[config.mk]
export PLATFORM = sky130hd
export DESIGN_NAME = lbist_ctrl
export DESIGN_NICKNAME = d
export VERILOG_FILES = /design/src/rtl/lbist_pkg.sv /design/src/rtl/lbist_misr.sv /design/src/rtl/lbist_ctrl.sv
export SDC_FILE = /design/constraint.sdc
export NUM_CORES = 1
export LEC_CHECK = 0
export CORE_MARGIN = 4
export CORE_UTILIZATION = 40
export CTS_CLUSTER_SIZE = 16
export DETAILED_ROUTE_END_ITERATION = 16
export GPL_TIMING_DRIVEN = 0
export PLACE_DENSITY = 0.72
export RECOVER_POWER = 100
export SLEW_MARGIN = 15
export SYNTH_ARGS = -nofsm -noshare
export SYNTH_HDL_FRONTEND = slang
export SYNTH_SLANG_ARGS = --single-unit
[constraint.sdc]
create_clock -name clk -period 1.9 [get_ports clk]
set_input_delay 0.285 -clock clk [delete_from_list [all_inputs] [get_ports clk]]
set_output_delay 0.285 -clock clk [all_outputs]
set_load 0.005 [all_outputs]
[src/rtl/lbist_pkg.sv]
// Shared types and helpers for the logic-BIST sequencer.
// Latency: n/a (types, constants and a combinational step function only).
// Backpressure: n/a.
package lbist_pkg;

    typedef enum logic [2:0] {
        ST_IDLE    = 3'd0,
        ST_INIT    = 3'd1,
        ST_RUN     = 3'd2,
        ST_COMPARE = 3'd3,
        ST_DONE    = 3'd4
    } lbist_state_e;

    // Widest LFSR/MISR the step helper supports.
    localparam int unsigned LBIST_MAX_W = 64;

    // x^32 + x^22 + x^2 + x + 1, with x^32 implicit.
    localparam logic [31:0] LBIST_POLY_DEFAULT = 32'h0040_0007;

    // One Galois step of a w-bit register held in the low bits of x.
    // Bits at and above w are forced to zero in the result.
    function automatic logic [LBIST_MAX_W-1:0] lfsr_step(
        input logic [LBIST_MAX_W-1:0] x,
        input logic [LBIST_MAX_W-1:0] poly,
        input int unsigned            w
    );
        logic [LBIST_MAX_W-1:0] mask;
        logic [LBIST_MAX_W-1:0] shifted;
        logic [5:0]             msb_idx;
        msb_idx = w[5:0] - 6'd1;
        mask    = (w >= LBIST_MAX_W) ? '1
                : ((LBIST_MAX_W'(1) << w) - LBIST_MAX_W'(1));
        shifted = {x[LBIST_MAX_W-2:0], 1'b0};
        lfsr_step = (shifted ^ (x[msb_idx] ? poly : '0)) & mask;
    endfunction

endpackage

[src/rtl/lbist_misr.sv]
// Multiple-input signature register: sig <= step(sig) ^ data_i while enabled.
// Latency: one cycle from data_i to sig_o; clear_i wins over enable_i.
// Backpressure: none; every enabled cycle is absorbed.
//
// Ports: clk/rst_n (async active-low), clear_i zeroes the signature,
// enable_i compacts data_i, sig_o is the registered signature.
module lbist_misr
    import lbist_pkg::*;
#(
    parameter int unsigned    W    = 32,
    parameter logic [W-1:0]   POLY = W'(LBIST_POLY_DEFAULT)
) (
    input  logic         clk,
    input  logic         rst_n,
    input  logic         clear_i,
    input  logic         enable_i,
    input  logic [W-1:0] data_i,
    output logic [W-1:0] sig_o
);

    logic [W-1:0]           sig_q;
    logic [W-1:0]           sig_d;
    logic [LBIST_MAX_W-1:0] sig_wide;
    logic                   unused_sig_hi;

    assign sig_wide      = lfsr_step(LBIST_MAX_W'(sig_q), LBIST_MAX_W'(POLY), W);
    // Upper bits are always zero for W < LBIST_MAX_W.
    assign unused_sig_hi = ^sig_wide;

    always_comb begin
        sig_d = sig_q;
        if (clear_i) begin
            sig_d = '0;
        end else if (enable_i) begin
            sig_d = sig_wide[W-1:0] ^ data_i;
        end
    end

    always_ff @(posedge clk or negedge rst_n) begin
        if (!rst_n) begin
            sig_q <= '0;
        end else begin
            sig_q <= sig_d;
        end
    end

    assign sig_o = sig_q;

endmodule

[src/rtl/lbist_ctrl.sv]
// Logic-BIST sequencer: seeds an LFSR, runs N_PATTERNS cycles into a MISR, checks the signature.
// Latency: start edge at edge k -> done_o high after edge k+SETTLE_CYCLES+N_PATTERNS+2.
// Backpressure: none; start edges arriving while a test is in flight are dropped.
//
// Ports: start_i (level, rising edge starts), response_i (compacted in RUN),
// pattern_o (LFSR stimulus), test_mode_o/core_rst_no (core isolation controls),
// busy_o/done_o/go_nogo_o (status), signature_o (MISR), pattern_cnt_o (RUN cycles done).
module lbist_ctrl
    import lbist_pkg::*;
#(
    parameter int unsigned  W             = 32,
    parameter logic [W-1:0] POLY          = W'(LBIST_POLY_DEFAULT),
    parameter logic [W-1:0] LFSR_SEED     = W'(1),
    parameter int unsigned  N_PATTERNS    = 1024,
    parameter int unsigned  SETTLE_CYCLES = 4,
    parameter logic [W-1:0] GOLDEN_SIG    = '0
) (
    input  logic                              clk,
    input  logic                              rst_n,
    input  logic                              start_i,
    input  logic [W-1:0]                      response_i,
    output logic [W-1:0]                      pattern_o,
    output logic                              test_mode_o,
    output logic                              core_rst_no,
    output logic                              busy_o,
    output logic                              done_o,
    output logic                              go_nogo_o,
    output logic [W-1:0]                      signature_o,
    output logic [$clog2(N_PATTERNS+1)-1:0]   pattern_cnt_o
);

    localparam int unsigned CNT_W = $clog2(N_PATTERNS + 1);
    localparam int unsigned SET_W = $clog2(SETTLE_CYCLES + 1);

    if (LFSR_SEED == '0) begin : g_bad_seed
        $error("lbist_ctrl: LFSR_SEED must be nonzero");
    end
    if (N_PATTERNS < 1) begin : g_bad_npat
        $error("lbist_ctrl: N_PATTERNS must be >= 1");
    end
    if (SETTLE_CYCLES < 1) begin : g_bad_settle
        $error("lbist_ctrl: SETTLE_CYCLES must be >= 1");
    end
    if (W < 2 || W > LBIST_MAX_W) begin : g_bad_width
        $error("lbist_ctrl: W out of range");
    end

    lbist_state_e           state_q, state_d;
    logic                   start_q;
    logic [SET_W-1:0]       settle_cnt_q, settle_cnt_d;
    logic [CNT_W-1:0]       pattern_cnt_q, pattern_cnt_d;
    logic [W-1:0]           lfsr_q, lfsr_d;
    logic                   busy_q, busy_d;
    logic                   test_mode_q, test_mode_d;
    logic                   core_rst_n_q, core_rst_n_d;
    logic                   done_q, done_d;
    logic                   go_nogo_q, go_nogo_d;
    logic                   misr_clear, misr_en;
    logic [W-1:0]           misr_sig;
    logic                   start_edge;
    logic [LBIST_MAX_W-1:0] lfsr_wide;
    logic                   unused_lfsr_hi;

    assign start_edge     = start_i & ~start_q;
    assign lfsr_wide      = lfsr_step(LBIST_MAX_W'(lfsr_q), LBIST_MAX_W'(POLY), W);
    assign unused_lfsr_hi = ^lfsr_wide;

    always_comb begin
        state_d       = state_q;
        settle_cnt_d  = settle_cnt_q;
        pattern_cnt_d = pattern_cnt_q;
        lfsr_d        = lfsr_q;
        go_nogo_d     = go_nogo_q;
        misr_clear    = 1'b0;
        misr_en       = 1'b0;

        // Status/control outputs are a registered decode of the current
        // state, so they trail the state register by one cycle. The one
        // exception is done_o, which drops on the starting edge itself.
        busy_d       = (state_q == ST_INIT) || (state_q == ST_RUN) || (state_q == ST_COMPARE);
        test_mode_d  = busy_d;
        core_rst_n_d = !((state_q == ST_INIT) || (state_q == ST_COMPARE));
        done_d       = (state_q == ST_DONE) && !start_edge;

        case (state_q)
            ST_IDLE, ST_DONE: begin
                settle_cnt_d = '0;
                if (start_edge) begin
                    state_d   = ST_INIT;
                    go_nogo_d = 1'b0;
                end
            end
            ST_INIT: begin
                lfsr_d        = LFSR_SEED;
                misr_clear    = 1'b1;
                pattern_cnt_d = '0;
                if (settle_cnt_q == SET_W'(SETTLE_CYCLES - 1)) begin
                    state_d = ST_RUN;
                end else begin
                    settle_cnt_d = settle_cnt_q + SET_W'(1);
                end
            end
            ST_RUN: begin
                lfsr_d  = lfsr_wide[W-1:0];
                misr_en = 1'b1;
                if (pattern_cnt_q != CNT_W'(N_PATTERNS)) begin
                    pattern_cnt_d = pattern_cnt_q + CNT_W'(1);
                end
                if (pattern_cnt_q == CNT_W'(N_PATTERNS - 1)) begin
                    state_d = ST_COMPARE;
                end
            end
            ST_COMPARE: begin
                go_nogo_d = (misr_sig == GOLDEN_SIG);
                state_d   = ST_DONE;
            end
            default: begin
                state_d = ST_IDLE;
            end
        endcase
    end

    always_ff @(posedge clk or negedge rst_n) begin
        if (!rst_n) begin
            state_q       <= ST_IDLE;
            start_q       <= 1'b0;
            settle_cnt_q  <= '0;
            pattern_cnt_q <= '0;
            lfsr_q        <= '0;
            busy_q        <= 1'b0;
            test_mode_q   <= 1'b0;
            core_rst_n_q  <= 1'b1;
            done_q        <= 1'b0;
            go_nogo_q     <= 1'b0;
        end else begin
            state_q       <= state_d;
            start_q       <= start_i;
            settle_cnt_q  <= settle_cnt_d;
            pattern_cnt_q <= pattern_cnt_d;
            lfsr_q        <= lfsr_d;
            busy_q        <= busy_d;
            test_mode_q   <= test_mode_d;
            core_rst_n_q  <= core_rst_n_d;
            done_q        <= done_d;
            go_nogo_q     <= go_nogo_d;
        end
    end

    lbist_misr #(
        .W    (W),
        .POLY (POLY)
    ) u_misr (
        .clk      (clk),
        .rst_n    (rst_n),
        .clear_i  (misr_clear),
        .enable_i (misr_en),
        .data_i   (response_i),
        .sig_o    (misr_sig)
    );

    assign pattern_o     = lfsr_q;
    assign test_mode_o   = test_mode_q;
    assign core_rst_no   = core_rst_n_q;
    assign busy_o        = busy_q;
    assign done_o        = done_q;
    assign go_nogo_o     = go_nogo_q;
    assign signature_o   = misr_sig;
    assign pattern_cnt_o = pattern_cnt_q;

endmodule

Yosys cells after proc, flatten, opt, wreduce, memory -nomap -nowiden
Cells that the tools add are included.

storage, ports and cells
  output and inout port bits = 80
  register bits = 86
  word-level logic and storage cells = 63
  input bits = 35

operators by class
  multiplexer cells = 17
  bitwise gates (word level) = 5
  reduce and logical (&&, ||, !) cells = 17
  equality and inequality tests = 12
  add/subtract/negate cells = 2

operators with widths
  operator                 count
  $mux W32                 2
  $pmux W32 S2             1
  $xor A32 B32 Y32         2
  $mux W23                 2
  $logic_not A32 Y1        1
  $xor A32 B23 Y32         1
  $pmux W11 S2             1
  $mux W3                  4
  $pmux W3 S4              1
  $add A11 B1 Y11 const B  1
  $eq A11 B10 Y1 const B   1
  $mux W11                 1
  $ne A11 B11 Y1 const B   1
  $eq A3 B2 Y1 const B     3
  $reduce_bool A2 Y1       4
  $ne A2 B1 Y1 const B     3
  $pmux W3 S2              1
  $reduce_and A2 Y1        3
  $ne A2 B2 Y1 const B     2
  $add A3 B1 Y3 const B    1
  $eq A3 B1 Y1 const B     1
  $eq A3 B3 Y1 const B     1
  $logic_not A3 Y1         1
  $logic_or A1 B1 Y1       3
  other kinds (8)          11

Depth between registers and ports, before layout
  word-level depth = 5
  depth in mapped cells = 7
  gate-level depth less buffers = 6

Modules after synthesis
Synthesis repeated with hierarchy kept, for this count alone.

second synthesis, totals
  cell total of the unflattened synthesis = 345
  area, all modules = 3881.2 sq um

by module, submodules not included
  module      times used  seq. area each (sq um)  cells an instance  area each (sq um)
  lbist_ctrl  1           1352.5                  202                2332.2
  lbist_misr  1           800.8                   143                1549.0

Least setup slack after synthesis
Ideal clock, no wire load.

  kind = reg2reg
  start point = reg state_q[0]
  end point = reg pattern_cnt_q[9] (netlist: pattern_cnt_o[9])
  arrival time = 1.779 ns
  path buffers = 2
  required time = 1.810 ns
  slack = 0.031 ns
  stages on the path, launching flop included = 7
  period minus slack after synthesis = 1.869 ns
  library setup time = 0.090 ns
  cell sequence = dfrtp_1 buf_6 or3b_4 buf_6 a31o_4 or4_1 o221ai_1

on the way
  longest elaborated chain between the ends = 3
  elaborated cells between the ends (all ways) = 6
  those cells by class = eq/ne: 3; mux: 1; reduce/logical: 2

ends and longest elaborated chain
  what                                                          RTL line           source
  start: declaration                                            lbist_ctrl.sv:48   lbist_state_e state_q, state_d;
  start signal: assignment                                      lbist_ctrl.sv:136  state_q <= state_d;
  $eq A3 B2 Y1 or $eq A3 B1 Y1 (tied branches)                  lbist_ctrl.sv:85   case (state_q)
  $ne A2 B1 Y1 (no line) or $reduce_bool A2 Y1 (tied branches)  n/a
  $reduce_and A2 Y1 (no line)                                   n/a
  end signal: assignment                                        lbist_ctrl.sv:139  pattern_cnt_q <= pattern_cnt_d;
  end: declaration                                              lbist_ctrl.sv:51   logic [CNT_W-1:0] pattern_cnt_q, pattern_cnt_d;

Several ways; a longest one is shown, not always the timed one.
A chain may end at the register's enable or synchronous reset.

Worst setup path in the final report
Ends and elaborated chain as after synthesis.

==> impl_metrics.yaml <==
run_status:
  outcome: "completed"
synthesis:
  ys_seq_area_share_pct: 56.41
  synth_cell_types: 46
  synth_top_area_share_pct: 55.72
  ys_seq_elements: 86
  async_flop_share_pct: 100.0
  syn_inst: 350
  synth.most_common_cell: "dfrtp_1"
  synth_edf_count: 0
  synth_ff_type: "dfrtp_1"
  synth_common_cells: "dfrtp_1, nand2_1, xnor2_1, o21ai_0, a22o_1"
  synth_nets: 389
  yosys.area.top_type: "dfrtp_1"
  netlist_area_um2: 3817
  ys_top_cells_by_area: "dfrtp_1, xnor2_1, a22o_1, o21ai_0, nand2_1"
  synth_warnings: 0
  synth_area_per_cell_um2: 10.91
timing:
  fin_crit_ns: 1.796
  drv_slew: 0
  rsz0062_at_grt: "no"
  max_slew.worst_pin.slew_ns: 0.8782
  setup_violations: 0
  hold_viol_final: 0
  fmax_mhz: 556.7
  fin_crit_sh_pct: 94.54
  slew_headroom_pct: 41.45
  clock_skew_ns: 0.01369
global_routing:
  grt_first_pass_wirelength_um: 15620
  grt_max_degree: 52
  grt.overflow.total: 0
  antenna_found_initial: 0
  grt_pass1_vias: 3084
  grt.total_usage_pct: 17.37
die:
  die-area_um2: 11170
  fp.dieH_um: 105.7
  die_w_um: 105.7
  start_util_pct: 41.12
  num_rows: 35
  io_pins: 115
  coreArea_um2: 9284
setup_path:
  cp.depth: 5
  setup.worst_path.start_class: "flip-flop"
  arrival_ns: 2.07
  worstSetupPathType: "reg -> reg"
  critPathMaxStageDelay_ns: 0.52
  crit_buf_inv: 1
  crit_family: "simple AND/OR/NAND/NOR gates"
  required_ns: 2.18
  crit_slowest_cell: "or4_1"
  critPathMaxFanout: 8
  worstPathCellList: "buf_6 -> or3b_4 -> a31o_4 -> or4_1 -> o221ai_2"
  critPathCaptureType: "flip-flop"
  reg2reg_depth: 5
power:
  powerDensity_nw_per_um2: 1102
  power.leakage_nw: 2.226
  p_int_mw: 3.659
  ir_drop_v: 0.0004872
  p_total_mw: 5.897
  p_switching_mw: 2.238
  switching_share_pct: 37.96
  p_seq_share_pct: 40.4
  p_comb_share_pct: 39.5
  power_frac_clock_pct: 20.1
layout:
  area_delta_synth_final_pct: 40.18
  final_nets: 515
  multi_input_area_um2: 1554
  antenna_cells: 0
  layout-drive-gt1-share_pct: 8.108
  seq_area_um2: 2155
  postLayoutCellArea_um2: 5351
  nFillCells: 857
cts:
  clock_sinks: 86
  cts_tree: "done"
  cts-root-buf: "clkbuf_8"
  cts_htree_levels: 3
  cts_max_path_buffers: 2
  insertion_delay_ns: 0.36
  cts_buffers: 9
  clkTransAtPathRegs_ns: 0.09
job:
  cap_violations: 0
detailed_routing:
  totalWireLength_um: 9389
  dr_total_vias: 3090
  ant_nets: 0
  route.detailed.drc: 0
  dr.pass1.iters: 4
  post_drt_wl_per_cell_um: 15.39
  drtIter0Drc: 108
  vias_per_cell: 5.066
hold_path:
  whs_path_depth: 1
  hp-class: "reg -> reg"
placement:
  hpwl_um: 7003
  port_buffers: 114
  dpl_cell_area_um2: 5145
  gp_congestion: 0.8555
[per-layer routing]
metal / vias up / global-route usage, % / wire length, um / share of wire (%)
met5: - / 0 / 0 / 0
met4: 0 / 5.180 / 146 / 1.6
met3: 14 / 5.634 / 658 / 7.0
met2: 100 / 27.50 / 4362 / 46
met1: 1483 / 22.78 / 4221 / 45
li1: 1493 / - / - / -
[per-stage QoR]
step                      setup TNS, ns  setup slack [ns]  hold WS [ns]  util, %  std cells
after floorplan                       0           0.03118      -0.01059        -        350
final                                 0            0.1037        0.5259    57.64        610
after detailed placement         -9.962           -0.2296        0.2803    55.42        594
after CTS                             0         0.0004501        0.4112    57.63        611
after global routing                  0         0.0008666        0.5308    57.64        610
after global placement          -218.04            -2.441        0.4968    55.15        593
[cells in the final DEF (no fill, tap or decap), types with 3 or more instances in the layout]
cell type	netlist	final
a21oi_1	4	4
a22o_1	31	31
buf_4	2	3
clkbuf_1	16	10
clkbuf_2	0	7
clkbuf_8	0	9
clkdlybuf4s50_1	0	110
dfrtp_1	85	84
dlygate4sd3_1	0	4
ha_1	4	4
inv_1	9	9
inv_6	0	3
nand2_1	45	45
nand2b_1	3	3
nor2_1	12	12
nor4_1	10	9
o21ai_0	36	38
o21ai_1	6	4
o31ai_1	3	3
xnor2_1	38	38
xor2_1	3	3
[power by group through the flow]
stage,Clock [mW],Sequential (mW),Combinational (mW)
floorplan,0,2.38,1.30
global placement,0,2.41,2.27
detailed placement,0,2.41,2.32
CTS,1.23,2.39,2.34
global route,1.31,2.43,2.58
finish,1.19,2.39,2.33
[worst register-to-register path: cells and delay by family, from the launching register on]
family / cells / cell delay, ns
AND/OR/NAND/NOR: 2 / 0.90
flip-flops: 1 / 0.38
AO/OA/AOI/OAI: 2 / 0.31
buffers and inverters: 1 / 0.13
[cells by family after synthesis]
kind of cell | synth area share, %
flops | 56.41
compound gates | 17.14
simple gates | 11.47
xor+xnor | 9.407
buf+inv | 3.736
mux | 0.5244
fa+ha+maj | 1.311
[registers in the layout, summed over array words and instances, names as in the netlist, 3 cells and up]
register / cells
settle_cnt_q: 3
u_misr.sig_o: 32
pattern_cnt_o: 11
pattern_o: 32
state_q: 3
[layout make-up]
| type | count | area share, % |
|---|---|---|
| timing repair buffer | 117 | 21.77 |
| inverter | 9 | 0.6313 |
| buffer | 21 | 1.917 |
| sequential | 86 | 40.26 |
| tap | 129 | 3.016 |
| clock buffer | 9 | 2.315 |
| multi-input combinational | 232 | 29.04 |
| clock inverter | 7 | 1.052 |
[worst paths after layout]
path	slack, ns	end	from
setup / recovery	0.10	pattern_cnt_o[9]$_DFFE_PN0P_	state_q[0]$_DFFE_PN0P_
min in group asynchronous	0.57	u_misr.sig_o[10]$_DFFE_PN0P_	rst_n
hold / removal	0.53	settle_cnt_q[2]$_DFFE_PN0P_	settle_cnt_q[2]$_DFFE_PN0P_
setup reg to reg	0.10	pattern_cnt_o[9]$_DFFE_PN0P_	state_q[0]$_DFFE_PN0P_
max in group asynchronous	0.37	core_rst_no$_DFF_PN1_	rst_n
hold reg to reg	0.53	settle_cnt_q[2]$_DFFE_PN0P_	settle_cnt_q[2]$_DFFE_PN0P_
[repair_timing]
action,CTS,global route
hold buffers,1,0
resized for setup,5,12
setup endpoints to repair,66,46
buffers inserted,1,0
hold endpoints to repair,35,0
pin swaps,2,0
cloned,0,0
Note: power is estimated with default switching activity, not from simulation.
